$ cat src/rtl/tabellone_morra.sv
// Scoreboard downstream of the Morra Cinese game FSM: per-game tallies, round history,
// cumulative game counts and a valid/ready summary record. Streak tracking under TABELLONE_SERIE_EN.
module tabellone_morra #(
  parameter int HIST_DEPTH = 8,
  parameter int GAME_W     = 8
) (
  input  logic                    clk,
  input  logic                    rst,
  input  logic                    INIZIO,
  input  logic [1:0]              MANCHE,
  input  logic [1:0]              PARTITA,
  output logic [4:0]              VINTE1,
  output logic [4:0]              VINTE2,
  output logic [4:0]              PAREGGI,
  output logic [4:0]              TOTALE,
  output logic [2*HIST_DEPTH-1:0] STORIA,
  output logic                    FINE,
  output logic [1:0]              ESITO,
  output logic [GAME_W-1:0]       PARTITE1,
  output logic [GAME_W-1:0]       PARTITE2,
  output logic [GAME_W-1:0]       PARTITEP,
  output logic                    REC_VALID,
  input  logic                    REC_READY,
  output logic [16:0]             REC_DATA,
  output logic                    REC_PERSO,
  output logic [2:0]              SERIE,
  output logic [1:0]              SERIE_DI
);

  typedef enum logic [1:0] {IDLE, GIOCO, CHIUSA} state_t;

  function automatic logic [4:0] sat_round(input logic [4:0] v);
    return (v == 5'd31) ? v : v + 5'd1;
  endfunction

  function automatic logic [GAME_W-1:0] sat_game(input logic [GAME_W-1:0] v);
    return (v == {GAME_W{1'b1}}) ? v : v + {{(GAME_W-1){1'b0}}, 1'b1};
  endfunction

  state_t                  state_q, state_d;
  logic [4:0]              vinte1_q, vinte1_d, vinte2_q, vinte2_d;
  logic [4:0]              pareggi_q, pareggi_d, totale_q, totale_d;
  logic [2*HIST_DEPTH-1:0] storia_q, storia_d;
  logic                    fine_q, fine_d;
  logic [1:0]              esito_q, esito_d;
  logic [GAME_W-1:0]       partite1_q, partite1_d, partite2_q, partite2_d;
  logic [GAME_W-1:0]       partitep_q, partitep_d;
  logic                    rec_valid_q, rec_valid_d, rec_perso_q, rec_perso_d;
  logic [16:0]             rec_data_q, rec_data_d;
  logic                    rec_load, rec_xfer;

  always_comb begin
    state_d     = state_q;
    vinte1_d    = vinte1_q;
    vinte2_d    = vinte2_q;
    pareggi_d   = pareggi_q;
    totale_d    = totale_q;
    storia_d    = storia_q;
    fine_d      = fine_q;
    esito_d     = esito_q;
    partite1_d  = partite1_q;
    partite2_d  = partite2_q;
    partitep_d  = partitep_q;
    rec_data_d  = rec_data_q;
    rec_valid_d = rec_valid_q;
    rec_perso_d = rec_perso_q;
    rec_load    = 1'b0;
    rec_xfer    = rec_valid_q & REC_READY;

    if (INIZIO) begin
      // New game wins over any same-cycle round or game result
      state_d   = GIOCO;
      vinte1_d  = '0;
      vinte2_d  = '0;
      pareggi_d = '0;
      totale_d  = '0;
      storia_d  = '0;
      fine_d    = 1'b0;
    end else if (state_q == GIOCO) begin
      if (MANCHE != 2'b00) begin
        totale_d = sat_round(totale_q);
        storia_d = {storia_q[2*HIST_DEPTH-3:0], MANCHE};
        case (MANCHE)
          2'b01:   vinte1_d  = sat_round(vinte1_q);
          2'b10:   vinte2_d  = sat_round(vinte2_q);
          default: pareggi_d = sat_round(pareggi_q);
        endcase
      end
      if (PARTITA != 2'b00) begin
        state_d = CHIUSA;
        fine_d  = 1'b1;
        esito_d = PARTITA;
        case (PARTITA)
          2'b01:   partite1_d = sat_game(partite1_q);
          2'b10:   partite2_d = sat_game(partite2_q);
          default: partitep_d = sat_game(partitep_q);
        endcase
        rec_load   = 1'b1;
        rec_data_d = {PARTITA, vinte1_d, vinte2_d, pareggi_d};
      end
    end

    // A load beats a same-edge transfer; only a load onto an untaken record is a loss
    if (rec_load) begin
      rec_valid_d = 1'b1;
      if (rec_valid_q && !rec_xfer) rec_perso_d = 1'b1;
    end else if (rec_xfer) begin
      rec_valid_d = 1'b0;
    end
  end

  always_ff @(posedge clk or posedge rst) begin
    if (rst) begin
      state_q     <= IDLE;
      vinte1_q    <= '0;
      vinte2_q    <= '0;
      pareggi_q   <= '0;
      totale_q    <= '0;
      storia_q    <= '0;
      fine_q      <= 1'b0;
      esito_q     <= '0;
      partite1_q  <= '0;
      partite2_q  <= '0;
      partitep_q  <= '0;
      rec_valid_q <= 1'b0;
      rec_data_q  <= '0;
      rec_perso_q <= 1'b0;
    end else begin
      state_q     <= state_d;
      vinte1_q    <= vinte1_d;
      vinte2_q    <= vinte2_d;
      pareggi_q   <= pareggi_d;
      totale_q    <= totale_d;
      storia_q    <= storia_d;
      fine_q      <= fine_d;
      esito_q     <= esito_d;
      partite1_q  <= partite1_d;
      partite2_q  <= partite2_d;
      partitep_q  <= partitep_d;
      rec_valid_q <= rec_valid_d;
      rec_data_q  <= rec_data_d;
      rec_perso_q <= rec_perso_d;
    end
  end

`ifdef TABELLONE_SERIE_EN
  logic [2:0] serie_q, serie_d;
  logic [1:0] serie_di_q, serie_di_d;

  always_comb begin
    serie_d    = serie_q;
    serie_di_d = serie_di_q;
    if (INIZIO) begin
      serie_d    = '0;
      serie_di_d = '0;
    end else if (state_q == GIOCO) begin
      if (MANCHE == 2'b11) begin
        serie_d    = '0;
        serie_di_d = '0;
      end else if (MANCHE != 2'b00) begin
        if (serie_di_q == MANCHE) begin
          serie_d = (serie_q == 3'd7) ? serie_q : serie_q + 3'd1;
        end else begin
          serie_d    = 3'd1;
          serie_di_d = MANCHE;
        end
      end
    end
  end

  always_ff @(posedge clk or posedge rst) begin
    if (rst) begin
      serie_q    <= '0;
      serie_di_q <= '0;
    end else begin
      serie_q    <= serie_d;
      serie_di_q <= serie_di_d;
    end
  end

  assign SERIE    = serie_q;
  assign SERIE_DI = serie_di_q;
`else
  assign SERIE    = '0;
  assign SERIE_DI = '0;
`endif

  assign VINTE1    = vinte1_q;
  assign VINTE2    = vinte2_q;
  assign PAREGGI   = pareggi_q;
  assign TOTALE    = totale_q;
  assign STORIA    = storia_q;
  assign FINE      = fine_q;
  assign ESITO     = esito_q;
  assign PARTITE1  = partite1_q;
  assign PARTITE2  = partite2_q;
  assign PARTITEP  = partitep_q;
  assign REC_VALID = rec_valid_q;
  assign REC_DATA  = rec_data_q;
  assign REC_PERSO = rec_perso_q;

endmodule
$ cat config.mk
export PLATFORM = sky130hd
export DESIGN_NAME = tabellone_morra
export DESIGN_NICKNAME = d
export VERILOG_FILES = /design/src/rtl/tabellone_morra.sv
export SDC_FILE = /design/constraint.sdc
export NUM_CORES = 1
export LEC_CHECK = 0
export BUFFER_PORTS_ARGS = -buffer_cell sky130_fd_sc_hd__buf_2
export CORE_ASPECT_RATIO = 0.8
export CORE_UTILIZATION = 43
export DETAILED_ROUTE_END_ITERATION = 10
export PLACE_DENSITY = 0.66
export SLEW_MARGIN = 5
export SYNTH_ARGS = -nofsm -noshare
export SYNTH_HDL_FRONTEND = slang
export SYNTH_SLANG_ARGS = --single-unit
$ cat constraint.sdc
create_clock -name clk -period 3.3 [get_ports clk]
set_clock_uncertainty 0.1 [all_clocks]
set_input_delay 0.66 -clock clk [delete_from_list [all_inputs] [get_ports clk]]
set_output_delay 0.66 -clock clk [all_outputs]
set_load 0.02 [all_outputs]
==> impl_metrics.tcl, run 1 <==
set metrics [dict create \
    dp_hpwl_um 6010 \
    grt_pass1_vias 2950 \
    synth_area_per_cell_um2 9.86 \
    dieArea_um2 9510 \
    r2r-end "PARTITE1[6]" \
    regArea_um2 2030 \
    port-buffer-count 89 \
    route.vias.total 3127 \
    htreeDepth 3 \
    cts_tree "built" \
    antenna_found_initial 0 \
    setup_violations 0 \
    synth-main-ff-cell "dfrtp_1" \
    ys_ff_latch 81 \
    worstSetupStartpoint "PARTITA[0]" \
    synthCells 398 \
    synth_common_cells "81 x dfrtp_1, 81 x nand2_1, 25 x nor2_1" \
    cts_buffers 9 \
    crit_fanout 10 \
    slew_headroom 0.491 \
    overflow 0 \
    status "finished clean" \
    startpoint_type "input port" \
    vias_per_cell 5.15 \
    finalCritPeriodShare 0.721 \
    die_y_um 87.4 \
    timing.fmax_mhz 420 \
    synthesis.area_um2 3920 \
    r2r_start "state_q[1]" \
    ys.warnings.count 0 \
    insertedDiodeCount 0 \
    irDropWorstVdd_mv 0.312 \
    drc 0 \
    coreArea_um2 8670 \
    grt_pass1_wl_um 14100 \
    clock_latency_ps 330 \
    ioPinCount 95 \
    min_path_type "input port to asynchronous set/reset pin" \
    synthArstFlopShare 1.00 \
    wirelength_um 8540 \
    crit_chain "buf_2 > inv_1 > ha_1 > or4b_1 > or4_4 > xnor2_2" \
    fp-row-count 30 \
    cpMaxStageDelayCell "or4b_1" \
    cp.arrival_ps 2490 \
    post-cts-setup-buffers 0 \
    track_usage 0.191 \
    final_antenna_net_count 0 \
    r2r_setup_slack_ps 1110 \
    leakage_nw 2.48 \
    slew_viol_final 0 \
    grt_max_degree 45 \
    synth_area_leaders "dfrtp_1 52%, nand2_1 7.8%, ha_1 4.5%, mux2i_1 4.3%, xor2_1 3.1%" \
    drtIter0Drc 132 \
    drv_cap 0 \
    tightest_slew_ps 762 \
    synth_enable_flop_cells 0 \
    utilization 0.548 \
    ys_types 40 \
    critical_path_class "input port to flip-flop" \
    start_util 0.452 \
    post_route_cells_drive_above_1_share 0.257 \
    synth_top_area_cell "dfrtp_1" \
    synth.top_cell.area_share 0.517 \
    rr_worst_depth 3 \
    rsz0062_at_grt "no" \
    power.total_w 0.00270 \
    fin_area_um2 4750 \
    final_hold_viol_count 0 \
    cts.repair.resized 0 \
    tns_ps 0 \
    nFillCells 790 \
    clockRootBuffer "clkbuf_16" \
    endpoint_kind "flip-flop" \
    first_pass_iters 4 \
    clockBufferDepth 2 \
    cp_data_required_time_ps 3410 \
    clock_sinks 81 \
    nets 512 \
    multi_input_area_um2 1770 \
    cellPowerDensity_nw_per_um2 567 \
    cts.clk_slew.worst_paths_ps 60 \
    chipWidth_um 109 \
    gp_congestion 0.778 \
    yosysSeqAreaShare 0.517 \
    finalCriticalPeriod_ps 2380 \
    slowest_delay_ps 670 \
    wl_per_cell_um 14.1 \
    synthToLayoutAreaGrowth_pct 21.2 \
    holdBufCountCts 0 \
    place_area_um2 4490 \
]
logic make-up (layout without fill, tap and decap cells):
family          count (synthesis)  after routing  share of synthesized area
xor+xnor                       22             22                     0.0510
compound gates                 60             60                     0.0858
flops                          81             81                      0.517
fa+ha+maj                      14             14                     0.0447
buf+inv                        32            125                     0.0376
mux                            25             25                     0.0663
simple gates                  163            163                      0.197
other cells                     1              5                   0.000956
registers in the layout (all words and copies together), names as in the netlist, 5 cells and up:
| name | flops |
|---|---|
| PARTITEP | 8 |
| VINTE1 | 5 |
| STORIA | 16 |
| REC_DATA | 15 |
| TOTALE | 5 |
| PARTITE1 | 8 |
| PAREGGI | 5 |
| VINTE2 | 5 |
| PARTITE2 | 8 |
stage by stage:
step,hold slack (ps),std cells,setup slack (ps)
2_1_floorplan,435,402,460
3_3_place_gp,351,591,596
3_5_place_dp,357,591,566
4_1_cts,357,607,923
5_1_grt,400,607,854
6_report,335,607,920
cell type report:
cell class / instances / share of cell area
Sequential cell: 81 / 0.426
Timing Repair Buffer: 97 / 0.106
Inverter: 12 / 0.00974
Tap cell: 112 / 0.0295
Clock buffer: 10 / 0.0482
Clock inverter: 6 / 0.00737
Multi-Input combinational cell: 289 / 0.373
critical path, delay by kind of cell:
family | cells | cell delay [ps]
adder cells (fa/ha/maj) | 1 | 240
XOR/XNOR | 1 | 140
buffers and inverters | 2 | 170
AND/OR/NAND/NOR | 2 | 1280
layer usage:
layer,GRT usage,share of wire,up-vias
met5,0,0,-
met2,0.311,0.46,71
met4,0.0418,0.0078,0
li1,-,-,1531
met1,0.253,0.48,1517
met3,0.0546,0.050,8
where the power goes:
part | total, W | internal (W) | leakage [nW] | switching, W
sequential | 0.00122 | 0.00110 | 1.08 | 0.000123
clock | 0.000893 | 0.000504 | 0.128 | 0.000389
combinational | 0.000582 | 0.000207 | 1.27 | 0.000375
worst max-delay path by stage:
stage / to / slack [ps] / cells after the start
final: PARTITE1[6] / 920 / 6
after global routing: PARTITEP[7] / 850 / 6
after CTS: PARTITE1[6] / 920 / 6
after detailed placement: PARTITE1[6] / 570 / 6
after global placement: PARTITE1[6] / 600 / 6
after floorplan: ESITO[0] / 460 / 1
cell usage in the layout (no fill, tap or decap), drive strengths merged:
master and instances:
clkinv 5, nor2 25, a31oi 3, a211oi 2, and4 5, xnor2 8
mux2i 17, a21oi 23, nand3 20, nor3 3, o21a 1, nand2 81
ha 14, a21o 1, nand4 8, a31o 1, inv 11, clkinvlp 2
o211ai 3, a41oi 1, dfrtp 81, and3 4, nand2b 6, o21ai 23
nor4 2, clkbuf 10, buf 97, and2 1, xor2 14, or4 1
or4b 1, nor2b 3, conb 5, o311a 1, a21boi 1, nor4b 3
mux2 8
Note: power is estimated with default switching activity, not from simulation.
==> run 2, diff against run 1 <==
--- a/config.mk
+++ b/config.mk
@@ -5,6 +5,7 @@
 export SDC_FILE = /design/constraint.sdc
 export NUM_CORES = 1
 export LEC_CHECK = 0
+export ABC_AREA = 1
 export BUFFER_PORTS_ARGS = -buffer_cell sky130_fd_sc_hd__buf_2
 export CORE_ASPECT_RATIO = 0.8
 export CORE_UTILIZATION = 43
==> constraint.sdc (replaced) <==
create_clock -name clk -period 2.2 [get_ports clk]
set_clock_uncertainty 0.1 [all_clocks]
set_input_delay 0.44 -clock clk [delete_from_list [all_inputs] [get_ports clk]]
set_output_delay 0.44 -clock clk [all_outputs]
set_load 0.02 [all_outputs]
==> run 2 against run 1 <==
Via count rose by 22%. Cell count rose by 32%. Final area rose by 8.4%. Sequential share of layout area fell by 3.3 points. Synthesized cell count rose by 43%. Sequential cell count did not move.
==> impl_metrics.tcl, run 2 <==
set metrics [dict create \
    dp_hpwl_um 6820 \
    setup_violations 0 \
    critical_path_class "flip-flop to flip-flop" \
    synthCells 568 \
    wl_per_cell_um 12.2 \
    drtIter0Drc 187 \
    post-place-ws_ps 256 \
    regArea_um2 2030 \
    vias_per_cell 4.78 \
    synthArstFlopShare 1.00 \
    synthesis.area_um2 4290 \
    coreArea_um2 9650 \
    cts_tree "built" \
    drc 0 \
    tns_ps 0 \
    final_cell_mix "219 x nand2_1, 89 x buf_2, 81 x dfrtp_1" \
    endpoint_kind "flip-flop" \
    grt_pass1_wl_um 16400 \
    clock_latency_ps 340 \
    clockRootBuffer "clkbuf_16" \
    track_usage 0.201 \
    cellPowerDensity_nw_per_um2 849 \
    power.total_w 0.00437 \
    wirelength_um 9740 \
    grt_pass1_vias 3367 \
    cp_data_required_time_ps 2300 \
    startpoint_type "flip-flop" \
    status "finished clean" \
    insertedDiodeCount 0 \
    min_path_type "input port to asynchronous set/reset pin" \
    synthMostInstantiatedCell "nand2_1" \
    synth_area_leaders "dfrtp_1 47%, nand2_1 19%, nand3_1 7.9%, inv_1 5.4%, ha_1 4.1%" \
    antenna_found_initial 1 \
    ys.warnings.count 0 \
    ys_ff_latch 81 \
    synth_area_per_cell_um2 7.55 \
    drv_cap 0 \
    htreeDepth 3 \
    finalCritPeriodShare 0.815 \
    dieArea_um2 10400 \
    timing.fmax_mhz 558 \
    ys_types 27 \
    post-cts-setup-buffers 0 \
    largest_reg_flops 16 \
    ioPinCount 95 \
    overflow 0 \
    cts_buffers 9 \
    nets 683 \
    synth.top_cell.area_share 0.473 \
    die_y_um 91.3 \
    synth_enable_flop_cells 0 \
    fp-row-count 32 \
    layout_setup_ws_ps 408 \
    finalCriticalPeriod_ps 1790 \
    utilization 0.534 \
    slew_viol_final 0 \
    nFillCells 940 \
    port-buffer-count 89 \
    synth-main-ff-cell "dfrtp_1" \
    clockBufferDepth 2 \
    route.vias.total 3829 \
    start_util 0.444 \
    rsz0062_at_grt "no" \
    cp.arrival_ps 1890 \
    grt_max_degree 82 \
    irDropWorstVdd_mv 0.564 \
    yosysSeqAreaShare 0.473 \
    synth_common_cells "219 x nand2_1, 81 x dfrtp_1, 68 x nand3_1" \
    multi_input_area_um2 1910 \
    cts.clk_slew.worst_paths_ps 60 \
    synth_top_area_cell "dfrtp_1" \
    gp_congestion 0.855 \
    holdWs_ps 111 \
    first_pass_iters 4 \
    leakage_nw 2.97 \
    final_hold_viol_count 0 \
    synthToLayoutAreaGrowth_pct 20.2 \
    crit_fanout 8 \
    final_antenna_net_count 0 \
    clock_sinks 81 \
    post_route_cells_drive_above_1_share 0.183 \
    holdBufCountCts 0 \
    cts.repair.resized 0 \
    layout_commonest_cell "nand2_1" \
    chipWidth_um 114 \
]
[run 2: changes by cell type after synthesis, moves of 7 or more]
cell / change
a21oi_1: -18
mux2i_1: -17
clkbuf_1: -10
o21ai_0: +7
xor2_1: -7
nand3_1: +48
mux2_2: -8
inv_1: +50
nand2_1: +138
[run 2: cell families (layout without fill, tap and decap cells)]
group,count (synthesis),after routing,share of synthesized area
XOR/XNOR,9,9,0.0184
AO/OA/AOI/OAI,45,45,0.0572
other,1,5,0.000875
adder cells (fa/ha/maj),14,14,0.0409
AND/OR/NAND/NOR,334,334,0.325
buffers and inverters,84,177,0.0844
flip-flops,81,81,0.473
[run 2: layout make-up]
cell class	count	share of cell area
Tap cell	136	0.0330
Inverter	65	0.0481
Clock buffer	11	0.0452
Sequential cell	81	0.393
Clock inverter	4	0.00874
Multi-Input combinational cell	407	0.371
Timing Repair Buffer	97	0.101
[run 2: path summary, 6_finish.rpt]
| check | to | slack [ps] | cells past startpoint | startpoint |
|---|---|---|---|---|
| max | TOTALE[2] | 410 | 7 | TOTALE[0] |
| min | TOTALE[1] | 110 | 3 | rst |
| max reg2reg | TOTALE[2] | 410 | 7 | TOTALE[0] |
| min reg2reg | REC_PERSO | 350 | 1 | REC_PERSO |
| max in group asynchronous | PARTITE2[5] | 1540 | 3 | rst |
| min in group clk | REC_VALID | 210 | 2 | REC_READY |
[run 2: per-stage QoR]
stage                     instance area [um^2]  instances
final                                     5150        801
after CTS                                 5150        801
after global placement                    4880        786
after detailed placement                  4880        786
after global routing                      5150        801
after floorplan                           4310        572
[run 2: metal layers]
metal / GRT usage / share of wire / up-vias
met2: 0.306 / 0.44 / 92
met3: 0.0594 / 0.066 / 14
met5: 0 / 0 / -
met1: 0.271 / 0.48 / 1747
met4: 0.0746 / 0.016 / 0
li1: - / - / 1976
[run 2: critical path, cell delays in order, from the launching register on]
cell and delay (ps):
dfrtp_1 410, ha_1 230, and3_1 190, ha_1 190
o21ai_0 150, o21ai_1 190, nand2_1 100, o21ai_0 90
[run 2: where the power goes]
| part | leakage (nW) | total, W | internal [W] | switching [W] |
|---|---|---|---|---|
| Combinational | 1.74 | 0.00105 | 0.000349 | 0.000701 |
| Clock | 0.139 | 0.00144 | 0.000867 | 0.000571 |
| Sequential | 1.09 | 0.00189 | 0.00168 | 0.000206 |
| Total | 2.97 | 0.00437 | 0.00290 | 0.00148 |
